<file path="src/rtl/ysyx_24100005_lsu.sv">
// Non-pipelined load/store unit: execute-stage request -> valid/ready data bus -> extended response.
// Optional macro YSYX_24100005_LSU_MISALIGN_TRAP_EN turns misaligned accesses into error responses.
module ysyx_24100005_lsu #(
    parameter int XLEN        = 32,
    parameter int ADDR_W      = 32,
    parameter int TIMEOUT_CYC = 255
) (
    input  logic                clk,
    input  logic                rst,
    input  logic                req_valid,
    output logic                req_ready,
    input  logic                req_we,
    input  logic [2:0]          req_funct3,
    input  logic [ADDR_W-1:0]   req_addr,
    input  logic [XLEN-1:0]     req_wdata,
    output logic                resp_valid,
    input  logic                resp_ready,
    output logic [XLEN-1:0]     resp_rdata,
    output logic                resp_err,
    output logic                mem_valid,
    input  logic                mem_ready,
    output logic [ADDR_W-1:0]   mem_addr,
    output logic                mem_we,
    output logic [XLEN-1:0]     mem_wdata,
    output logic [XLEN/8-1:0]   mem_wmask,
    input  logic                mem_rvalid,
    input  logic [XLEN-1:0]     mem_rdata
);
    localparam int NB    = XLEN / 8;
    localparam int OFF_W = $clog2(NB);
    localparam int CNT_W = (TIMEOUT_CYC > 1) ? $clog2(TIMEOUT_CYC + 1) : 1;
    localparam logic [CNT_W-1:0] TO_LIM = CNT_W'(TIMEOUT_CYC);

    typedef enum logic [1:0] {S_IDLE, S_BUS, S_WAIT, S_RESP} state_e;

    function automatic logic is_legal(input logic we, input logic [2:0] f3);
        logic ok;
        case (f3)
            3'b000, 3'b001, 3'b010: ok = 1'b1;
            3'b011:                 ok = (XLEN == 64);
            3'b100, 3'b101:         ok = !we;
            3'b110:                 ok = !we && (XLEN == 64);
            default:                ok = 1'b0;
        endcase
        return ok;
    endfunction

    // Offset bits that must be zero for an access of this size.
    function automatic logic [OFF_W-1:0] low_mask(input logic [1:0] sz);
        logic [2:0] m;
        case (sz)
            2'd0:    m = 3'd0;
            2'd1:    m = 3'd1;
            2'd2:    m = 3'd3;
            default: m = 3'd7;
        endcase
        return OFF_W'(m);
    endfunction

    function automatic logic [NB-1:0] size_mask(input logic [1:0] sz);
        logic [7:0] m;
        case (sz)
            2'd0:    m = 8'h01;
            2'd1:    m = 8'h03;
            2'd2:    m = 8'h0F;
            default: m = 8'hFF;
        endcase
        return NB'(m);
    endfunction

    function automatic logic [XLEN-1:0] ext_load(input logic [2:0] f3, input logic [XLEN-1:0] d);
        logic [XLEN-1:0] r;
        case (f3)
            3'b000:  r = XLEN'($signed(d[7:0]));
            3'b001:  r = XLEN'($signed(d[15:0]));
            3'b010:  r = XLEN'($signed(d[31:0]));
            3'b100:  r = XLEN'(d[7:0]);
            3'b101:  r = XLEN'(d[15:0]);
            3'b110:  r = XLEN'(d[31:0]);
            default: r = d;
        endcase
        return r;
    endfunction

    state_e             state_q;
    logic               req_ready_q, resp_valid_q, resp_err_q, mem_valid_q, mem_we_q;
    logic [XLEN-1:0]    resp_rdata_q, mem_wdata_q;
    logic [ADDR_W-1:0]  mem_addr_q;
    logic [NB-1:0]      mem_wmask_q;
    logic [OFF_W-1:0]   off_q;
    logic [2:0]         f3_q;
    logic [CNT_W-1:0]   cnt_q;

    logic [OFF_W-1:0]   lmask_d, off_raw_d, off_d;
    logic               fail_d, timeout_d;
    logic [ADDR_W-1:0]  lane_addr_d;
    logic [NB-1:0]      wmask_d;
    logic [XLEN-1:0]    wdata_d, rdata_d;

    always_comb begin
        lmask_d     = low_mask(req_funct3[1:0]);
        off_raw_d   = req_addr[OFF_W-1:0];
`ifdef YSYX_24100005_LSU_MISALIGN_TRAP_EN
        off_d       = off_raw_d;
        fail_d      = !is_legal(req_we, req_funct3) || (|(off_raw_d & lmask_d));
`else
        off_d       = off_raw_d & ~lmask_d;
        fail_d      = !is_legal(req_we, req_funct3);
`endif
        lane_addr_d = {req_addr[ADDR_W-1:OFF_W], {OFF_W{1'b0}}};
        wmask_d     = req_we ? (size_mask(req_funct3[1:0]) << off_d) : '0;
        wdata_d     = req_wdata << {off_d, 3'b000};
        rdata_d     = ext_load(f3_q, mem_rdata >> {off_q, 3'b000});
        timeout_d   = (TIMEOUT_CYC != 0) && (cnt_q == TO_LIM);
    end

    always_ff @(posedge clk or posedge rst) begin
        if (rst) begin
            state_q      <= S_IDLE;
            req_ready_q  <= 1'b1;
            resp_valid_q <= 1'b0;
            resp_err_q   <= 1'b0;
            resp_rdata_q <= '0;
            mem_valid_q  <= 1'b0;
            mem_we_q     <= 1'b0;
            mem_addr_q   <= '0;
            mem_wdata_q  <= '0;
            mem_wmask_q  <= '0;
            off_q        <= '0;
            f3_q         <= '0;
            cnt_q        <= '0;
        end else begin
            case (state_q)
                S_IDLE: if (req_valid) begin
                    req_ready_q <= 1'b0;
                    cnt_q       <= '0;
                    if (fail_d) begin
                        state_q      <= S_RESP;
                        resp_valid_q <= 1'b1;
                        resp_err_q   <= 1'b1;
                        resp_rdata_q <= '0;
                    end else begin
                        state_q     <= S_BUS;
                        mem_valid_q <= 1'b1;
                        mem_we_q    <= req_we;
                        mem_addr_q  <= lane_addr_d;
                        mem_wdata_q <= wdata_d;
                        mem_wmask_q <= wmask_d;
                        off_q       <= off_d;
                        f3_q        <= req_funct3;
                    end
                end
                S_BUS: if (mem_ready) begin
                    state_q     <= S_WAIT;
                    mem_valid_q <= 1'b0;
                    cnt_q       <= cnt_q + CNT_W'(1);
                end else if (timeout_d) begin
                    state_q      <= S_RESP;
                    mem_valid_q  <= 1'b0;
                    resp_valid_q <= 1'b1;
                    resp_err_q   <= 1'b1;
                    resp_rdata_q <= '0;
                end else begin
                    cnt_q <= cnt_q + CNT_W'(1);
                end
                // Stores complete on the same acknowledge but return zero data.
                S_WAIT: if (mem_rvalid) begin
                    state_q      <= S_RESP;
                    resp_valid_q <= 1'b1;
                    resp_err_q   <= 1'b0;
                    resp_rdata_q <= mem_we_q ? '0 : rdata_d;
                end else if (timeout_d) begin
                    state_q      <= S_RESP;
                    resp_valid_q <= 1'b1;
                    resp_err_q   <= 1'b1;
                    resp_rdata_q <= '0;
                end else begin
                    cnt_q <= cnt_q + CNT_W'(1);
                end
                S_RESP: if (resp_ready) begin
                    state_q      <= S_IDLE;
                    resp_valid_q <= 1'b0;
                    resp_err_q   <= 1'b0;
                    resp_rdata_q <= '0;
                    req_ready_q  <= 1'b1;
                end
                default: state_q <= S_IDLE;
            endcase
        end
    end

    assign req_ready  = req_ready_q;
    assign resp_valid = resp_valid_q;
    assign resp_err   = resp_err_q;
    assign resp_rdata = resp_rdata_q;
    assign mem_valid  = mem_valid_q;
    assign mem_we     = mem_we_q;
    assign mem_addr   = mem_addr_q;
    assign mem_wdata  = mem_wdata_q;
    assign mem_wmask  = mem_wmask_q;
endmodule

</file>
<file path="config.mk">
export PLATFORM = sky130hd
export DESIGN_NAME = ysyx_24100005_lsu
export DESIGN_NICKNAME = d
export VERILOG_FILES = /design/src/rtl/ysyx_24100005_lsu.sv
export SDC_FILE = /design/constraint.sdc
export NUM_CORES = 1
export LEC_CHECK = 0
export BUFFER_PORTS_ARGS = -buffer_cell sky130_fd_sc_hd__buf_2
export CAP_MARGIN = 20
export CORE_ASPECT_RATIO = 0.9
export CORE_MARGIN = 5
export CORE_UTILIZATION = 55
export DETAILED_ROUTE_END_ITERATION = 7
export GPL_TIMING_DRIVEN = 0
export HOLD_SLACK_MARGIN = 0.08
export PLACE_DENSITY = 0.83
export SLEW_MARGIN = 10
export SYNTH_ARGS = -nofsm -noshare
export SYNTH_HDL_FRONTEND = slang
export SYNTH_SLANG_ARGS = --single-unit
</file>
<file path="constraint.sdc">
create_clock -name clk -period 7.8 [get_ports clk]
set_input_delay 1.17 -clock clk [delete_from_list [all_inputs] [get_ports clk]]
set_output_delay 1.17 -clock clk [all_outputs]
set_load 0.01 [all_outputs]
</file>
==> results of run 1 <==
-- logic make-up after synthesis --
kind of cell	share of synthesized area
other cells	0.0006066
buf+inv	0.04513
simple gates	0.08662
compound gates	0.1911
mux	0.1866
flops	0.4778
fa+ha+maj	0.01214
-- critical path, cell delays in order --
cell and delay [ns]:
buf_2 0.15, nor3b_1 0.23, buf_4 0.26, buf_1 0.46
a2bb2oi_1 0.30, o21ai_0 0.11
-- stage by stage --
stage	power, mW	worst slack, ns
floorplan	1.849	3.503
global placement	2.256	2.276
detailed placement	2.308	4.970
CTS	3.141	5.388
global route	3.320	5.283
finish	3.138	5.366
-- where the power goes --
part	switching, mW	internal (mW)	total (mW)
Combinational	0.735	0.600	1.34
Clock	0.277	0.540	0.817
Sequential	0.144	0.842	0.986
Total	1.16	1.98	3.14
-- registers in the layout, indices dropped and copies added, names as in the netlist --
signal and count:
f3_q 3, mem_wmask 4, resp_valid 1, mem_wdata 32, resp_rdata 32, resp_err 1, mem_addr 30, mem_valid 1
req_ready 1, state_q 2, off_q 2, cnt_q 8, mem_we 1
-- Yosys cell counts (6+ instances only) --
library cell and count:
inv_1 8, mux2_4 30, a32o_1 7, ha_1 6, o31ai_1 14, clkbuf_1 6, a21oi_1 20, nor2b_1 14
a2bb2oi_1 8, nor2_1 7, buf_4 10, o2bb2ai_1 24, buf_6 6, nand2_1 52, mux2_2 15, o21ai_0 28
o22ai_1 9, buf_2 15, a22o_1 18, dfrtp_1 117, mux2i_1 50, a211o_1 9
-- layout by cell type, fill, tap and decap left out, drive strengths merged, types with 3 or more instances in the layout --
cell type,netlist,layout
nand2b,4,4
nand3,3,3
bufinv,0,4
dfrtp,117,117
nor3,4,4
nor2,10,10
clkinv,0,5
a211o,9,9
nand2,52,52
nand4,3,3
mux2,46,46
a211oi,4,4
a2bb2oi,8,8
a21oi,21,21
ha,6,6
o2bb2ai,24,24
o21ai,31,31
buf,32,241
nor2b,15,15
o31ai,14,14
mux2i,50,50
clkbuf,7,29
a32o,7,7
a41oi,4,4
and2,4,4
inv,8,8
a22o,18,18
o22ai,9,9
-- final cells by class --
| cell class | instances | area (um2) |
|---|---|---|
| inverters | 8 | 35.03 |
| clock buffers | 22 | 454.2 |
| repair buffers | 209 | 1069 |
| well taps | 152 | 190.2 |
| plain buffers | 39 | 249.0 |
| multi-input cells | 366 | 2953 |
| fillers | 761 | 2844 |
| clock inverters | 10 | 152.6 |
| flip-flops and latches | 118 | 2954 |
-- how the worst max path moves through the flow --
| stage | from | to | slack [ns] | cells past startpoint |
|---|---|---|---|---|
| after floorplan | rst | cnt_q[0] | 3.50 | 1 |
| after CTS | req_funct3[1] | mem_wdata[18] | 5.39 | 6 |
| after detailed placement | req_funct3[1] | mem_wdata[18] | 4.97 | 6 |
| after global placement | rst | cnt_q[5] | 2.28 | 2 |
| final | req_funct3[1] | mem_wdata[18] | 5.37 | 6 |
| after global routing | req_funct3[1] | mem_wdata[18] | 5.28 | 6 |
-- layer usage --
| metal | vias up | part of all wire |
|---|---|---|
| li1 | 2445 | - |
| met3 | 40 | 0.079 |
| met5 | - | 0 |
| met1 | 2625 | 0.40 |
| met2 | 259 | 0.50 |
| met4 | 0 | 0.024 |
==> summary.md, run 1 <==
| Metric | Value |
|---|---|
| Worst slew margin | `0.5607` |
| Worst VDD drop | `about 0.22 mV` |
| WP data required | `roughly 8.1 ns` |
| Cell Area, Synth | `between 6000 and 7000 um2` |
| Tmin final | `~2.4 ns` |
| Largest net degree at the start of global routing | `62` |
| FMAX | `about 410 MHz` |
| Syn Area/Cell | `11.66 um2` |
| Drt pass-1 iters | `5` |
| First-pass GRT wire length | `between 20000 and 30000 um` |
| Core footprint | `~11000 um2` |
| Hold Path Origin | `mem_wmask[3]` |
| Hold WS | `about 0.47 ns` |
| TritonCTS clock tree | `done` |
| Hold bufs inserted after CTS | `0` |
| Status | `completed` |
| H-tree levels | `4` |
| Worst Hold Class | `reg2reg` |
| Hold EP | `mem_wmask[3]` |
| Layout cells sized above 1 | `0.4275` |
| RR Endpoint | `resp_rdata[16]` |
| Post-DR wirelength/cell | `19.27 um` |
| Worst-path clk slew | `0.06 ns` |
| Clock Latency Late Sink | `between 0.4 and 0.5 ns` |
| M3 GR Usage | `0.07822` |
| Final Hold Viols | `0` |
| Final core utilization | `0.7391` |
| Fin nets | `between 800 and 900` |
| Area Overhead vs Synth | `30.32%` |
| Post-Syn Instances | `530` |
| Cell variety after synth | `57` |
| Top post-synthesis cells by area | `dfrtp_1 47%, mux2i_1 8.1%, mux2_4 7.3%` |
| Non-Filler Instances | `between 900 and 1k` |
| Register area share after synthesis | `0.4778` |
| Die Width | `between 100 and 150 um` |
| CP Max Fanout | `10` |
| Async S/R FF share, synth | `1.000` |
| Final TNS setup | `0 ns` |
| RD Place Congestion | `slightly below 0.9` |
| Die height | `110.6 um` |
| Starting Density | `0.5671` |
| Ys flop type | `dfrtp_1` |
| PD cells | `around 390 nW/um2` |
| Worst reg2reg startpoint | `state_q[1]` |
| Cell taking the most area after synthesis | `dfrtp_1` |
| Final setup viols | `0` |
| Flops & latches, synth | `approximately 120` |
| Cells after DPL | `892` |
| IO Pins | `around 210` |
| R2R depth | `7` |
| Grt peak-use layer | `met2` |
| Cts repair resizes | `0` |
| Final period util | `0.3120` |
| Worst Path Arrival | `2.70 ns` |
| Slew @ Worst Pin | `roughly 0.66 ns` |
| Via Count | `between 5k and 6k` |
| ANT cells | `0` |
| Die area | `about 13000 um2` |
| Clock skew | `~0.0098 ns` |
| Sink Count | `118` |
| Detail Route Antenna Nets | `0` |
| RSZ-0062 raised after global routing | `false` |
| Setup CP Type | `in2reg` |
| Num rows | `36` |
| Met1 Resource Use GR | `0.3444` |
| Vias in the first global route | `5692` |
| Endpoint class of the critical path | `flop` |
| Initial antenna violation count | `0` |
| Port Buffer Count | `approximately 210` |
| Startpoint types | `primary input` |
| Cts bufs inserted | `17` |
| DR iter-0 viols | `between 500 and 600` |
| Hold Path Depth | `2` |
| Number of synthesized flops with an enable pin | `0` |
| Post-route design area | `8056 um2` |
| DP Area | `roughly 7400 um2` |
| Fin. max-slew vios | `0` |
| Leakage power | `roughly 4 nW` |
| Met2 Resource Use GR | `0.4370` |
| Setup Buffers After CTS | `0` |
| Warnings, synthesis | `0` |
| Reg2reg setup slack | `approximately 5.7 ns` |
| Dpl hpwl | `between 10000 and 15000 um` |
| Share of the synthesized area in the top cell type | `0.4736` |
| Vias per inst | `5.811` |
| GRT overflow | `0` |
| Max-Cap Viols | `0` |
| DRC viols | `0` |
| Clk buf depth | `2` |
| Routed wire length | `17810 um` |
| Tot GR Track Use | `0.2711` |
| Root Buffer Master | `clkbuf_16` |
Power figures use the tool's default switching activity.
==> run 2: changes to the inputs <==
- ABC_AREA: unset -> 1
- CORE_UTILIZATION: 55 -> 46
- PLACE_DENSITY: 0.83 -> 0.74
- clock period: 7.8 -> 2.2 ns (I/O delays scaled with it)
==> summary.md, run 2 <==
| Metric | Value |
|---|---|
| Fin. max-slew vios | `0 (unchanged)` |
| Area Overhead vs Synth | `30.77%` |
| FF/Latch Area | `2954 um2 (unchanged)` |
| Synth Area in Adders | `0.01175 (-0.0003901)` |
| CP max-delay cell | `dfrtp_1` |
| Die area | `16350 um2 (+21%)` |
| DR iter-0 viols | `574 (+15%)` |
| IO Pins | `211 (unchanged)` |
| Vias in the first global route | `6201 (+8.9%)` |
| Ys flop type | `dfrtp_1` |
| FMAX | `539.7 MHz` |
| Sink Count | `118 (unchanged)` |
| Final TNS setup | `0 ns (unchanged)` |
| H-tree levels | `4 (unchanged)` |
| Warnings, synthesis | `0 (unchanged)` |
| PD cells | `1341 nW/um2 (+240%)` |
| Die height | `121.8 um (+10%)` |
| Max-Cap Viols | `0 (unchanged)` |
| Multi-input logic area | `2888 um2 (-2.2%)` |
| Vias per inst | `5.020 (-14%)` |
| RR Endpoint | `cnt_q[0]` |
| Number of synthesized flops with an enable pin | `0 (unchanged)` |
| Post-Synth Simple-Gate Area | `0.3442 (+0.2576)` |
| Worst-path clk slew | `0.06 ns (about the same)` |
| Hold WS | `0.09640 ns (-0.3770 ns)` |
| Die Width | `134.2 um (+10%)` |
| R2R depth | `11 (+4)` |
| Cell variety after synth | `33 (-42%)` |
| Final Hold Viols | `0 (unchanged)` |
| Filler cell count | `1243 (+63%)` |
| Tmin final | `1.853 ns` |
| RD Place Congestion | `0.9412 (+5.6%)` |
| Top post-synthesis cells by area | `dfrtp_1 46%, nand2_1 23%, nand3_1 4.5%` |
| Largest net degree at the start of global routing | `38 (-39%)` |
| Async S/R FF share, synth | `1.000 (unchanged)` |
| Startpoint types | `flop` |
| Cell Area, Synth | `6387 um2 (+3.3%)` |
| Switch share | `0.4043 (+0.03575)` |
| Cell taking the most area after synthesis | `dfrtp_1` |
| Initial antenna violation count | `1 (+1)` |
| Combinational Power Share | `0.424 (about the same)` |
| Clock skew | `0.01464 ns (+0.004835 ns)` |
| Leakage power | `4.803 nW (+18%)` |
| Fin nets | `1198 (+38%)` |
| Via Count | `6360 (+18%)` |
| CP Max Fanout | `7 (-3)` |
| First-pass GRT wire length | `29990 um (+2.5%)` |
| Internal power | `6.671 mW (+240%)` |
| Detail Route Antenna Nets | `0 (unchanged)` |
| Clk pwr share | `0.267 (+0.007)` |
| Clk buf depth | `2 (unchanged)` |
| CP cell instances | `inv_1 > ha_1 > nand2_4 > nand3_2 > nor2_2 > nand2_1 > inv_2 > nand2_1 > nand2_1 > nand2_1 > inv_1` |
| Cts bufs inserted | `17 (unchanged)` |
| Worst Path Arrival | `2.22 ns (-0.48 ns)` |
| Share of the synthesized area in the top cell type | `0.4584 (-0.01521)` |
| Final period util | `0.8422` |
| Status | `completed` |
| Root Buffer Master | `clkbuf_16` |
| Routed wire length | `18910 um (+6.2%)` |
| Total power | `11.20 mW (+260%)` |
| Proportion of synthesized area in mux cells | `0 (-0.1866)` |
| Hold Path Origin | `req_addr[9]` |
| Worst reg2reg startpoint | `state_q[0]` |
| TritonCTS clock tree | `done` |
| Dpl hpwl | `14360 um (+8.2%)` |
| Worst VDD drop | `0.7208 mV (+230%)` |
| Final setup viols | `0 (unchanged)` |
| Drt pass-1 iters | `5 (unchanged)` |
| Commonest non-fill, non-tap cell in the layout | `nand2_1` |
| Most frequent cell after synthesis | `nand2_1` |
| Post-synthesis xor/xnor area fraction | `0 (unchanged)` |
| Post-DR wirelength/cell | `14.93 um (-23%)` |
| Worst Hold Class | `in2reg` |
| Hold Path Depth | `3 (+1)` |
| Core footprint | `13460 um2 (+24%)` |
| Slowest Stage Delay on Critical Path | `0.39 ns (-0.07 ns)` |
| ANT cells | `0 (unchanged)` |
| Port Buffer Count | `208 (unchanged)` |
| Clock Latency Late Sink | `0.42 ns (about the same)` |
| Cells after DPL | `1234 (+38%)` |
| Top cell by count, worst path | `nand2_1` |
| Commonest cells after routing, fill and taps aside | `388 x nand2_1, 222 x buf_2, 117 x dfrtp_1` |
| GRT overflow | `0 (unchanged)` |
| Non-Filler Instances | `1267 (+37%)` |
| Starting Density | `0.4744 (-0.09271)` |
| Layout cells sized above 1 | `0.3003 (-0.1272)` |
| Num rows | `40 (+11%)` |
| Worst slew margin | `0.6386 (+0.07791)` |
| Endpoint class of the critical path | `flop` |
| Largest family of logic cells by synthesized area | `simple AND/OR/NAND/NOR gates` |
| Syn Area/Cell | `7.479 um2 (-36%)` |
| RSZ-0062 raised after global routing | `false` |
| NetSw | `4.528 mW (+290%)` |
| Reg power frac | `0.309 (-0.005)` |
| Hold EP | `mem_addr[9]` |
| Register area share after synthesis | `0.4625 (-0.01535)` |
| Slew @ Worst Pin | `0.5421 ns (-0.1129 ns)` |
| WP data required | `2.56 ns (-5.51 ns)` |
| Complex-gate fraction of the synthesized area | `0.09500 (-0.09605)` |
| Post-Syn Instances | `854 (+61%)` |
| Reg2reg setup slack | `0.35 ns (-5.33 ns)` |
| DRC viols | `0 (unchanged)` |
| Tot GR Track Use | `0.2311 (-0.04000)` |
| Setup CP Type | `reg2reg` |
| Synth top cells by count | `388 x nand2_1, 117 x dfrtp_1, 57 x nand3_1` |
| Flops & latches, synth | `118 (unchanged)` |
run 2: cell count changes in the layout (fill, tap and decap cells not counted), sizes merged, moves of 15 or more:
cell	change
a22o	-18
inv	+50
mux2	-46
mux2i	-50
nand2	+344
nand3	+60
nor2	+36
nor2b	-15
o21ai	+58
o2bb2ai	-24
run 2: kinds of logic (layout without fill, tap and decap cells):
kind of cell,Yosys count,after routing
other,1,2
adder cells (fa/ha/maj),6,6
flip-flops,118,118
buffers and inverters,99,343
AND/OR/NAND/NOR,517,517
AO/OA/AOI/OAI,113,113
run 2: cell type report:
type,instances,area share
clock inverters,14,0.02367
well taps,168,0.02516
plain buffers,43,0.03939
inverters,56,0.02681
repair buffers,212,0.1330
multi-input cells,638,0.3457
clock buffers,18,0.05258
flip-flops and latches,118,0.3537
run 2: critical path: cells and delay by family, from the launching register on:
family                     cells  cell delay [ns]
buffers and inverters          3             0.23
DFF                            1             0.39
adders and majority gates      1             0.31
and+or+nand+nor                7             0.86
run 2: per-layer routing:
metal | vias to the layer above | routed length, um | GRT usage
met5 | - | 9 | 0
met4 | 2 | 464 | 0.08969
met3 | 40 | 1600 | 0.07762
met2 | 278 | 8695 | 0.3656
met1 | 2884 | 8141 | 0.2946
li1 | 3156 | - | -
run 2: how the worst max path moves through the flow:
stage	startpoint	cells after the start	to	slack, ns
after floorplan	rst	1	cnt_q[0]	0.43
after global placement	rst	2	mem_addr[15]	-0.41
after detailed placement	state_q[1]	10	resp_rdata[27]	0.39
after CTS	state_q[1]	10	resp_rdata[26]	0.36
after global routing	state_q[1]	11	cnt_q[0]	0.23
final	state_q[0]	11	cnt_q[0]	0.35
run 2: repair_timing:
item | CTS | global route
hold buffers | 1 | 0
hold endpoints to repair | 17 | 0
setup endpoints to repair | 0 | 0
buffers inserted | 0 | 0
gates resized for setup | 0 | 0
run 2: per-stage QoR:
step	setup slack (ns)	cell area [um2]	util
after floorplan	0.4294	6395	-
after CTS	0.3647	8353	0.6204
final	0.3471	8353	0.6204
after global placement	-0.4075	7646	0.5679
after global routing	0.2251	8353	0.6204
after detailed placement	0.3874	7706	0.5724
run 2: power by group through the flow:
| stage | Combinational (mW) | Sequential [mW] | Clock, mW |
|---|---|---|---|
| floorplan | 2.71 | 3.79 | 0 |
| global placement | 4.68 | 3.46 | 0 |
| detailed placement | 4.75 | 3.47 | 0 |
| CTS | 4.76 | 3.46 | 3.02 |
| global route | 5.27 | 3.57 | 3.13 |
| finish | 4.74 | 3.46 | 2.99 |
==> run 3: changes to the inputs <==
- clock period: 2.2 -> 1.65 ns (I/O delays scaled with it)
==> summary.md, run 3 (same netlist as run 2, synthesis figures left out) <==
| Metric | Value |
|---|---|
| Status | `completed` |
| TritonCTS clock tree | `done` |
| FMAX | `609.7 MHz (+13%)` |
| Fin. max-slew vios | `0 (unchanged)` |
| Reg power frac | `0.284 (-0.025)` |
| Endpoint class of the critical path | `flop` |
| Drt pass-1 iters | `5 (unchanged)` |
| Die Width | `134.2 um (unchanged)` |
| Hold Path Depth | `3 (unchanged)` |
| Post-route design area | `9121 um2 (+9.2%)` |
| Final core utilization | `0.6775 (+0.05706)` |
| WP data required | `1.95 ns (-0.61 ns)` |
| Final setup viols | `0 (unchanged)` |
| Slew @ Worst Pin | `0.5422 ns (+0.00005841 ns)` |
| Port Buffer Count | `208 (unchanged)` |
| CP cell instances | `buf_6 > ha_4 > inv_2 > o21ai_4 > nor2_4 > nand2_4 > inv_4 > nand2_8 > clkbuf_16 > nand2_1 > nand2_1` |
| RD Place Congestion | `0.9412 (unchanged)` |
| NetSw | `6.642 mW (+47%)` |
| Worst Hold Class | `in2reg` |
| Total power | `16.36 mW (+46%)` |
| Clk pwr share | `0.244 (-0.023)` |
| PD cells | `1794 nW/um2 (+34%)` |
| Area Overhead vs Synth | `42.80%` |
| Num rows | `40 (unchanged)` |
| DRC viols | `0 (unchanged)` |
| Tot GR Track Use | `0.2432 (+0.01206)` |
| First-pass GRT wire length | `31550 um (+5.2%)` |
| DR iter-0 viols | `593 (+3.3%)` |
| DP Area | `7706 um2 (unchanged)` |
| Startpoint types | `flop` |
| Number of cells on the critical path | `11 (unchanged)` |
| IO Pins | `211 (unchanged)` |
| Crit path launch | `state_q[0]` |
| Clk buf depth | `2 (unchanged)` |
| Combinational Power Share | `0.472 (+0.048)` |
| Final period util | `0.9940 (+0.1518)` |
| Core footprint | `13460 um2 (unchanged)` |
| Root Buffer Master | `clkbuf_16` |
| Commonest non-fill, non-tap cell in the layout | `nand2_1` |
| Die area | `16350 um2 (unchanged)` |
| Dpl hpwl | `14360 um (unchanged)` |
| Leakage power | `5.137 nW (+7.0%)` |
| Layout cells sized above 1 | `0.3417 (+0.04140)` |
| Largest net degree at the start of global routing | `38 (unchanged)` |
| Cts bufs inserted | `17 (unchanged)` |
| Top cell by count, worst path | `nand2_1` |
| RSZ-0062 raised after global routing | `true` |
| Critical path buffer and inverter count | `4 (+1)` |
| CP Max Fanout | `8 (+1)` |
| GRT overflow | `0 (unchanged)` |
| H-tree levels | `4 (unchanged)` |
| Die height | `121.8 um (unchanged)` |
| Detail Route Antenna Nets | `0 (unchanged)` |
| Slowest Stage Delay on Critical Path | `0.43 ns (+0.04 ns)` |
| Clock skew | `0.01075 ns (-0.003886 ns)` |
| Starting Density | `0.4744 (unchanged)` |
| Switch share | `0.4059 (+0.001639)` |
| Hold Path Origin | `req_funct3[0]` |
| Initial antenna violation count | `1 (unchanged)` |
| Final Hold Viols | `0 (unchanged)` |
| Sink Count | `118 (unchanged)` |
| Vias per inst | `5.034 (+0.28%)` |
| Post-DR wirelength/cell | `15.54 um (+4.1%)` |
| CP max-delay cell | `dfrtp_1` |
| Worst slew margin | `0.6386 (about the same)` |
| Routed wire length | `20620 um (+9.0%)` |
| ANT cells | `0 (unchanged)` |
| Fin nets | `1258 (+5.0%)` |
| Worst VDD drop | `0.9223 mV (+28%)` |
| Clock Latency Late Sink | `0.42 ns (about the same)` |
| Worst-path clk slew | `0.06 ns (about the same)` |
| Via Count | `6680 (+5.0%)` |
| Worst Path Arrival | `1.94 ns (-0.28 ns)` |
| Vias in the first global route | `6578 (+6.1%)` |
| Max-Cap Viols | `0 (unchanged)` |
| Setup CP Type | `reg2reg` |
| Worst reg2reg startpoint | `state_q[0]` |
| Commonest cells after routing, fill and taps aside | `369 x nand2_1, 222 x buf_2, 117 x dfrtp_1` |
| Internal power | `9.721 mW (+46%)` |
| R2R depth | `11 (unchanged)` |
| Critical path's top delay family | `buffers and inverters` |
| Tmin final | `1.640 ns (-0.2128 ns)` |
==> run 3: changes by cell type in the layout (fill, tap and decap cells not counted), sizes merged <==
cell,before,now
dlygate4sd3,1,33
buf,249,275
clkbuf,23,25
==> run 3: worst paths after layout <==
check / endpoint / slack (ns)
worst max-delay path: resp_rdata[0] / 0.01
worst min-delay path: f3_q[0] / 0.12
min in group asynchronous: mem_wdata[0] / 0.40
max in group asynchronous: req_ready / 0.43
worst max register to register: resp_rdata[0] / 0.01
worst min register to register: resp_rdata[15] / 0.46
==> run 3: final cells by class <==
type                       instances  area (um2)
fill                            1121        4342
multi-input combinational        638        3063
tap                              168       210.2
buffer                            43       336.6
clock inverter                    14       197.7
inverter                          56       226.5
sequential                       118        2954
timing repair buffer             272        1694
clock buffer                      18       439.2
==> run 3: per-layer routing <==
layer | vias up | global-route usage | wire length, um
li1 | 3276 | - | -
met1 | 3075 | 0.2994 | 8562
met2 | 279 | 0.3929 | 9779
met3 | 48 | 0.07969 | 1675
met4 | 2 | 0.1062 | 597
met5 | - | 0 | 7
==> run 3: power by group through the flow <==
stage | sequential [mW] | combinational (mW) | clock (mW)
2_1_floorplan | 5.06 | 3.61 | 0
3_3_place_gp | 4.61 | 6.23 | 0
3_5_place_dp | 4.62 | 6.33 | 0
4_1_cts | 4.61 | 6.75 | 4.03
5_1_grt | 4.79 | 8.42 | 4.18
6_report | 4.65 | 7.72 | 4.00
==> run 3: worst min-delay path, stage by stage <==
cell and delay [ns]:
buf_2 0.13, nand2_1 0.07, o21ai_1 0.05
==> run 3: what timing repair did <==
| action | 4_1_cts | 5_1_grt |
|---|---|---|
| endpoints found under the hold margin | 49 | 0 |
| hold buffers | 33 | 0 |
| resized for setup | 15 | 50 |
| buffers inserted | 9 | 14 |
| gates cloned | 2 | 3 |
| pin swaps | 5 | 15 |
| endpoints found under the setup margin | 43 | 56 |
==> run 3: per-stage QoR <==
| stage | TNS, ns | std cells | hold WS [ns] | setup slack [ns] |
|---|---|---|---|---|
| 2_1_floorplan | -4.453 | 855 | 0.3571 | -0.03806 |
| 3_3_place_gp | -104.67 | 1231 | 0.4411 | -0.8750 |
| 3_5_place_dp | -4.887 | 1234 | 0.2955 | -0.1626 |
| 4_1_cts | 0 | 1310 | 0.09459 | 0.007138 |
| 5_1_grt | -0.9999 | 1327 | 0.1110 | -0.05135 |
| 6_report | 0 | 1327 | 0.1183 | 0.009905 |
